<file path="src/rtl/tcounter_n_pkg.sv">
// Shared definitions for the tcounter_n counter primitive: direction
// constants and the modulo arithmetic helpers used by the top level.
// The helpers work on a fixed 64-bit datapath so that any legal
// WIDTH/MODULUS combination can share them; callers zero-extend the
// count and keep only the low WIDTH bits of the result.
package tcounter_n_pkg;

   localparam logic DIR_UP   = 1'b1;
   localparam logic DIR_DOWN = 1'b0;

   localparam int CALC_W = 64;

   typedef logic [CALC_W-1:0] calc_t;

   // Result of one counting step: wrap marks a modulus boundary crossing
   typedef struct packed {
      logic  wrap;
      calc_t next;
   } step_t;

   // Load value clamped into the legal range 0..modulus-1
   function automatic calc_t clamp_load(input calc_t d, input calc_t modulus);
      calc_t result;
      if (d < modulus) begin
         result = d;
      end else begin
         result = modulus - calc_t'(1);
      end
      return result;
   endfunction

   // One step up or down modulo modulus, flagging the wrap-around
   function automatic step_t next_count(input calc_t q, input logic dir, input calc_t modulus);
      step_t result;
      result.wrap = 1'b0;
      result.next = q;
      if (dir == DIR_UP) begin
         if (q == modulus - calc_t'(1)) begin
            result.wrap = 1'b1;
            result.next = '0;
         end else begin
            result.next = q + calc_t'(1);
         end
      end else begin
         if (q == '0) begin
            result.wrap = 1'b1;
            result.next = modulus - calc_t'(1);
         end else begin
            result.next = q - calc_t'(1);
         end
      end
      return result;
   endfunction

endpackage

</file>
<file path="src/rtl/tcounter_n_tff_cell.sv">
// Single-bit T storage cell. The cell toggles on every rising En edge
// where T is high; the counter drives T with the per-bit toggle vector
// so the cell itself stays as simple as a classic T flip-flop.
module tff_cell (
   input  logic En,
   input  logic Res,
   input  logic T,
   output logic Q
);

   logic state_q;

   // Toggle storage, cleared immediately by the shared asynchronous reset
   always_ff @(posedge En or posedge Res) begin
      if (Res) begin
         state_q <= 1'b0;
      end else if (T) begin
         state_q <= ~state_q;
      end
   end

   assign Q = state_q;

endmodule

</file>
<file path="src/rtl/tcounter_n.sv">
// Parametrised synchronous modulo counter built from a row of T cells.
// Supports up/down counting, a clamped synchronous load, a combinational
// terminal-count output for cascading, and a registered one-cycle wrap
// flag. All cells share the clock and reset, so every bit changes on the
// same edge.
module tcounter_n
   import tcounter_n_pkg::*;
#(
   parameter int              WIDTH   = 4,
   parameter longint unsigned MODULUS = 16
) (
   input  logic             En,
   input  logic             Res,
   input  logic             T,
   input  logic             Dir,
   input  logic             Pres,
   input  logic [WIDTH-1:0] D,
   output logic [WIDTH-1:0] Q,
   output logic             Tc,
   output logic             Ovf
);

   // Reject configurations the 64-bit helper datapath cannot represent,
   // and moduli outside 2..2^WIDTH
   if (WIDTH < 1 || WIDTH > 63) begin : gBadWidth
      $error("tcounter_n: WIDTH must be in 1..63");
   end else if (MODULUS < 64'd2 || MODULUS > (64'd1 << WIDTH)) begin : gBadModulus
      $error("tcounter_n: MODULUS must be in 2..2^WIDTH");
   end

   localparam calc_t           MOD_WIDE = calc_t'(MODULUS);
   localparam logic [WIDTH-1:0] TOP_VAL = WIDTH'(MODULUS - 64'd1);

   logic [WIDTH-1:0] count_q;
   logic [WIDTH-1:0] count_d;
   logic [WIDTH-1:0] toggleVec;
   logic             ovf_q;
   logic             ovf_d;
   calc_t            countWide;
   calc_t            loadWide;
   step_t            stepRes;

   assign countWide = calc_t'(count_q);
   assign loadWide  = clamp_load(calc_t'(D), MOD_WIDE);
   assign stepRes   = next_count(countWide, Dir, MOD_WIDE);

   // Next count and wrap flag, with load taking priority over counting
   always_comb begin
      count_d = count_q;
      ovf_d   = 1'b0;
      if (Pres) begin
         count_d = loadWide[WIDTH-1:0];
      end else if (T) begin
         count_d = stepRes.next[WIDTH-1:0];
         ovf_d   = stepRes.wrap;
      end
   end

   // Each cell flips exactly where the current and next count differ
   assign toggleVec = count_q ^ count_d;

   for (genvar i = 0; i < WIDTH; i++) begin : gCell
      tff_cell uCell (
         .En  (En),
         .Res (Res),
         .T   (toggleVec[i]),
         .Q   (count_q[i])
      );
   end

   // Wrap flag register: one-cycle pulse after each boundary crossing
   always_ff @(posedge En or posedge Res) begin
      if (Res) begin
         ovf_q <= 1'b0;
      end else begin
         ovf_q <= ovf_d;
      end
   end

   assign Q   = count_q;
   assign Ovf = ovf_q;
   assign Tc  = T & (((Dir == DIR_UP) & (count_q == TOP_VAL)) |
                     ((Dir == DIR_DOWN) & (count_q == '0)));

endmodule
</file>
<file path="config.mk">
export PLATFORM = sky130hd
export DESIGN_NAME = tcounter_n
export DESIGN_NICKNAME = d
export VERILOG_FILES = /design/src/rtl/tcounter_n_pkg.sv /design/src/rtl/tcounter_n_tff_cell.sv /design/src/rtl/tcounter_n.sv
export SDC_FILE = /design/constraint.sdc
export NUM_CORES = 1
export LEC_CHECK = 0
export ABC_AREA = 1
export BUFFER_PORTS_ARGS = -buffer_cell sky130_fd_sc_hd__buf_2
export CAP_MARGIN = 20
export CORE_AREA = 2 2 39 41
export DETAILED_ROUTE_END_ITERATION = 16
export DIE_AREA = 0 0 41 43
export GPL_ROUTABILITY_DRIVEN = 0
export PLACE_DENSITY = 0.65
export SLEW_MARGIN = 20
export SYNTH_ARGS = -nofsm -noshare
export SYNTH_HDL_FRONTEND = slang
export SYNTH_HIERARCHICAL = 1
export SYNTH_SLANG_ARGS = --single-unit
</file>
<file path="constraint.sdc">
create_clock -name En -period 3.2 [get_ports En]
set_input_delay 0.16 -clock En [delete_from_list [all_inputs] [get_ports En]]
set_output_delay 0.16 -clock En [all_outputs]
set_load 0.03 [all_outputs]
</file>
==> reports/qor.txt <==
outcome - completed
area share of the largest cell type after synthesis - 0.2445
Slew Limit Headroom - 0.7572
DR vias/cell - 4.576
placed insts - 113
Row Count - 14
Hold Violations, Final - 0
# IOs - 15
port bufs - 14
Tmin final - 1.825 ns
CTS tree - built
vias in the first global route - 420
clock skew - 0.0003377 ns
LEAKAGE - 0.3851 nW
Area contributors post-synth - dfrtp_1 24%, nand2_1 20%, inv_1 13%
max_cap viols - 0
Warnings, synthesis - 6
WHS - 0.1673 ns
Setup TNS - 0 ns
synth cell count leaders - 27 x nand2_1, 18 x inv_1, 5 x dfrtp_1, 5 x nand3_1
Antenna Cells - 0
die area - 1763 µm²
Max Slew Vio Count - 0
Synth Instances - 84
worst min-delay path category - in2reg
RSZ-0062 raised after global routing - false
sequential share of the synthesized area - 0.2445
DRC - 0
most frequent cell after synthesis - nand2_1
final net count - 114
DIE WIDTH - 41 µm
Post-synth ARST share - 1.000
Mapped Area - 511.7 µm²
TritonRoute pass-1 iters - 6
Worst Path Max Fanout - 9
pwr/cell area - 892.4 nW/µm²
final WL - 1.103 mm
CTS H-Tree Depth - 1
core box area - 1384 µm²
GR Overflow Total - 0
Seq cells post-synth - 5
Mean Syn Cell Area - 6.092 µm²
Starting Density - 0.3698
worst skew pair latency - 0.24 ns
Mapped Nets - 95
chip height - 43 µm
VDD IR max - 0.0004760 V
kind of critical path - reg2out
# resized after CTS - 0
unique cell type count in the Yosys netlist - 22
WP data required - 3.04 ns
CP Launch Type - flop
Synth area leader - dfrtp_1
Final Cycle Share - 0.5704
Tot GR Track Use - 0.1398
design area - 633.1 µm²
endpoints failing setup - 0
final std cells w/o fill - 118
maximum operating frequency - 547.9 MHz
root buffer cell - clkbuf_4
Placement Cell Area - 596.8 µm²
Syn-to-layout area delta - 23.72%
Routed Antenna Nets - 0
WP data arrival - 1.67 ns
largest net degree at the start of global routing - 10
wire per inst - 9.347 µm
EDFF count, synth - 0
1st-iter DRT viols - 15
hpwl dp - 877.7 µm
first-pass GRT wire length - 1.628 mm
share of layout cells above drive strength 1 - 0.2549
CTS sink cnt - 5
CTS Buf Count - 3
clock buffer depth - 2
total power - 0.5650 mW
Critical Path Sink Type - output port
Worst-path clk slew - 0.05 ns
Tightest Pin Transition - 0.3609 ns
initial antenna violation count - 0
Main synth FF type - dfrtp_1
vias post-DR - 540
fillers - 152
flip-flops by register name, summed over array words and instances (netlist names):
name and cells:
gCell.uCell/Q 4, Ovf 1
power by group:
part | internal, mW | switching (mW) | total (mW)
registers | 0.0905 | 0.0654 | 0.156
clock network | 0.0473 | 0.0282 | 0.0755
logic | 0.121 | 0.212 | 0.334
total | 0.259 | 0.306 | 0.565
placed cells by master, fill, tap and decap left out, types with 2 or more instances in the layout:
| cell type | synthesis | final |
|---|---|---|
| inv_1 | 18 | 18 |
| o21ai_1 | 2 | 2 |
| inv_2 | 2 | 2 |
| xnor2_1 | 2 | 2 |
| clkbuf_4 | 0 | 3 |
| ha_1 | 2 | 2 |
| buf_2 | 1 | 14 |
| nand3_1 | 5 | 5 |
| nor2_1 | 3 | 3 |
| dfrtp_1 | 5 | 5 |
| nand2_1 | 27 | 27 |
| o211ai_1 | 2 | 2 |
| a21oi_1 | 3 | 3 |
| nand2_2 | 3 | 3 |
cell families after synthesis:
kind of cell | share of synthesized area
compound gates | 0.08799
xor+xnor | 0.05135
fa+ha+maj | 0.04889
buf+inv | 0.1565
flops | 0.2445
simple gates | 0.4108
routing by layer:
metal / global-route usage / share of wire
met1: 0.1586 / 0.45
met2: 0.2156 / 0.48
met3: 0.06283 / 0.053
met4: 0.06000 / 0.011
met5: 0 / 0
path summary, 6_finish.rpt:
path	startpoint	end	slack, ns	cells past startpoint
min in group asynchronous	Res	gCell[2].uCell/Q$_DFFE_PP0P_	0.33	3
worst max register to register	gCell[0].uCell/Q$_DFFE_PP0P_	gCell[1].uCell/Q$_DFFE_PP0P_	1.50	9
worst max-delay path	gCell[0].uCell/Q$_DFFE_PP0P_	Tc	1.37	7
worst min-delay path	Pres	Ovf$_DFF_PP0_	0.17	2
worst min register to register	gCell[0].uCell/Q$_DFFE_PP0P_	gCell[0].uCell/Q$_DFFE_PP0P_	0.65	2
max in group asynchronous	Res	gCell[3].uCell/Q$_DFFE_PP0P_	2.78	3
worst max-delay path: stages, from the launching register on:
cell and delay [ns]:
dfrtp_1 0.47, inv_2 0.14, ha_1 0.21, nand2_2 0.07, nor2_2 0.15, nor2_4 0.05, nor3_1 0.11, buf_2 0.22
layout make-up:
class | instances | area (µm²) | area share
clock buffer | 4 | 26.28 | 0.04150
timing repair buffer | 15 | 80.08 | 0.1265
multi-input combinational | 58 | 306.5 | 0.4842
inverter | 20 | 75.07 | 0.1186
sequential | 5 | 125.1 | 0.1976
tap | 16 | 20.02 | 0.03162
per-stage QoR:
| step | worst slack, ns | util |
|---|---|---|
| 3_5_place_dp | 1.513 | 0.4313 |
| 3_3_place_gp | 1.551 | 0.4313 |
| 4_1_cts | 1.361 | 0.4575 |
| 2_1_floorplan | 1.262 | - |
| 6_report | 1.375 | 0.4575 |
| 5_1_grt | 1.236 | 0.4575 |
what timing repair did:
item,4_1_cts,5_1_grt
hold buffers,1,0
endpoints found under the hold margin,5,0
setup buffers,0,0
Power figures use the tool's default switching activity.
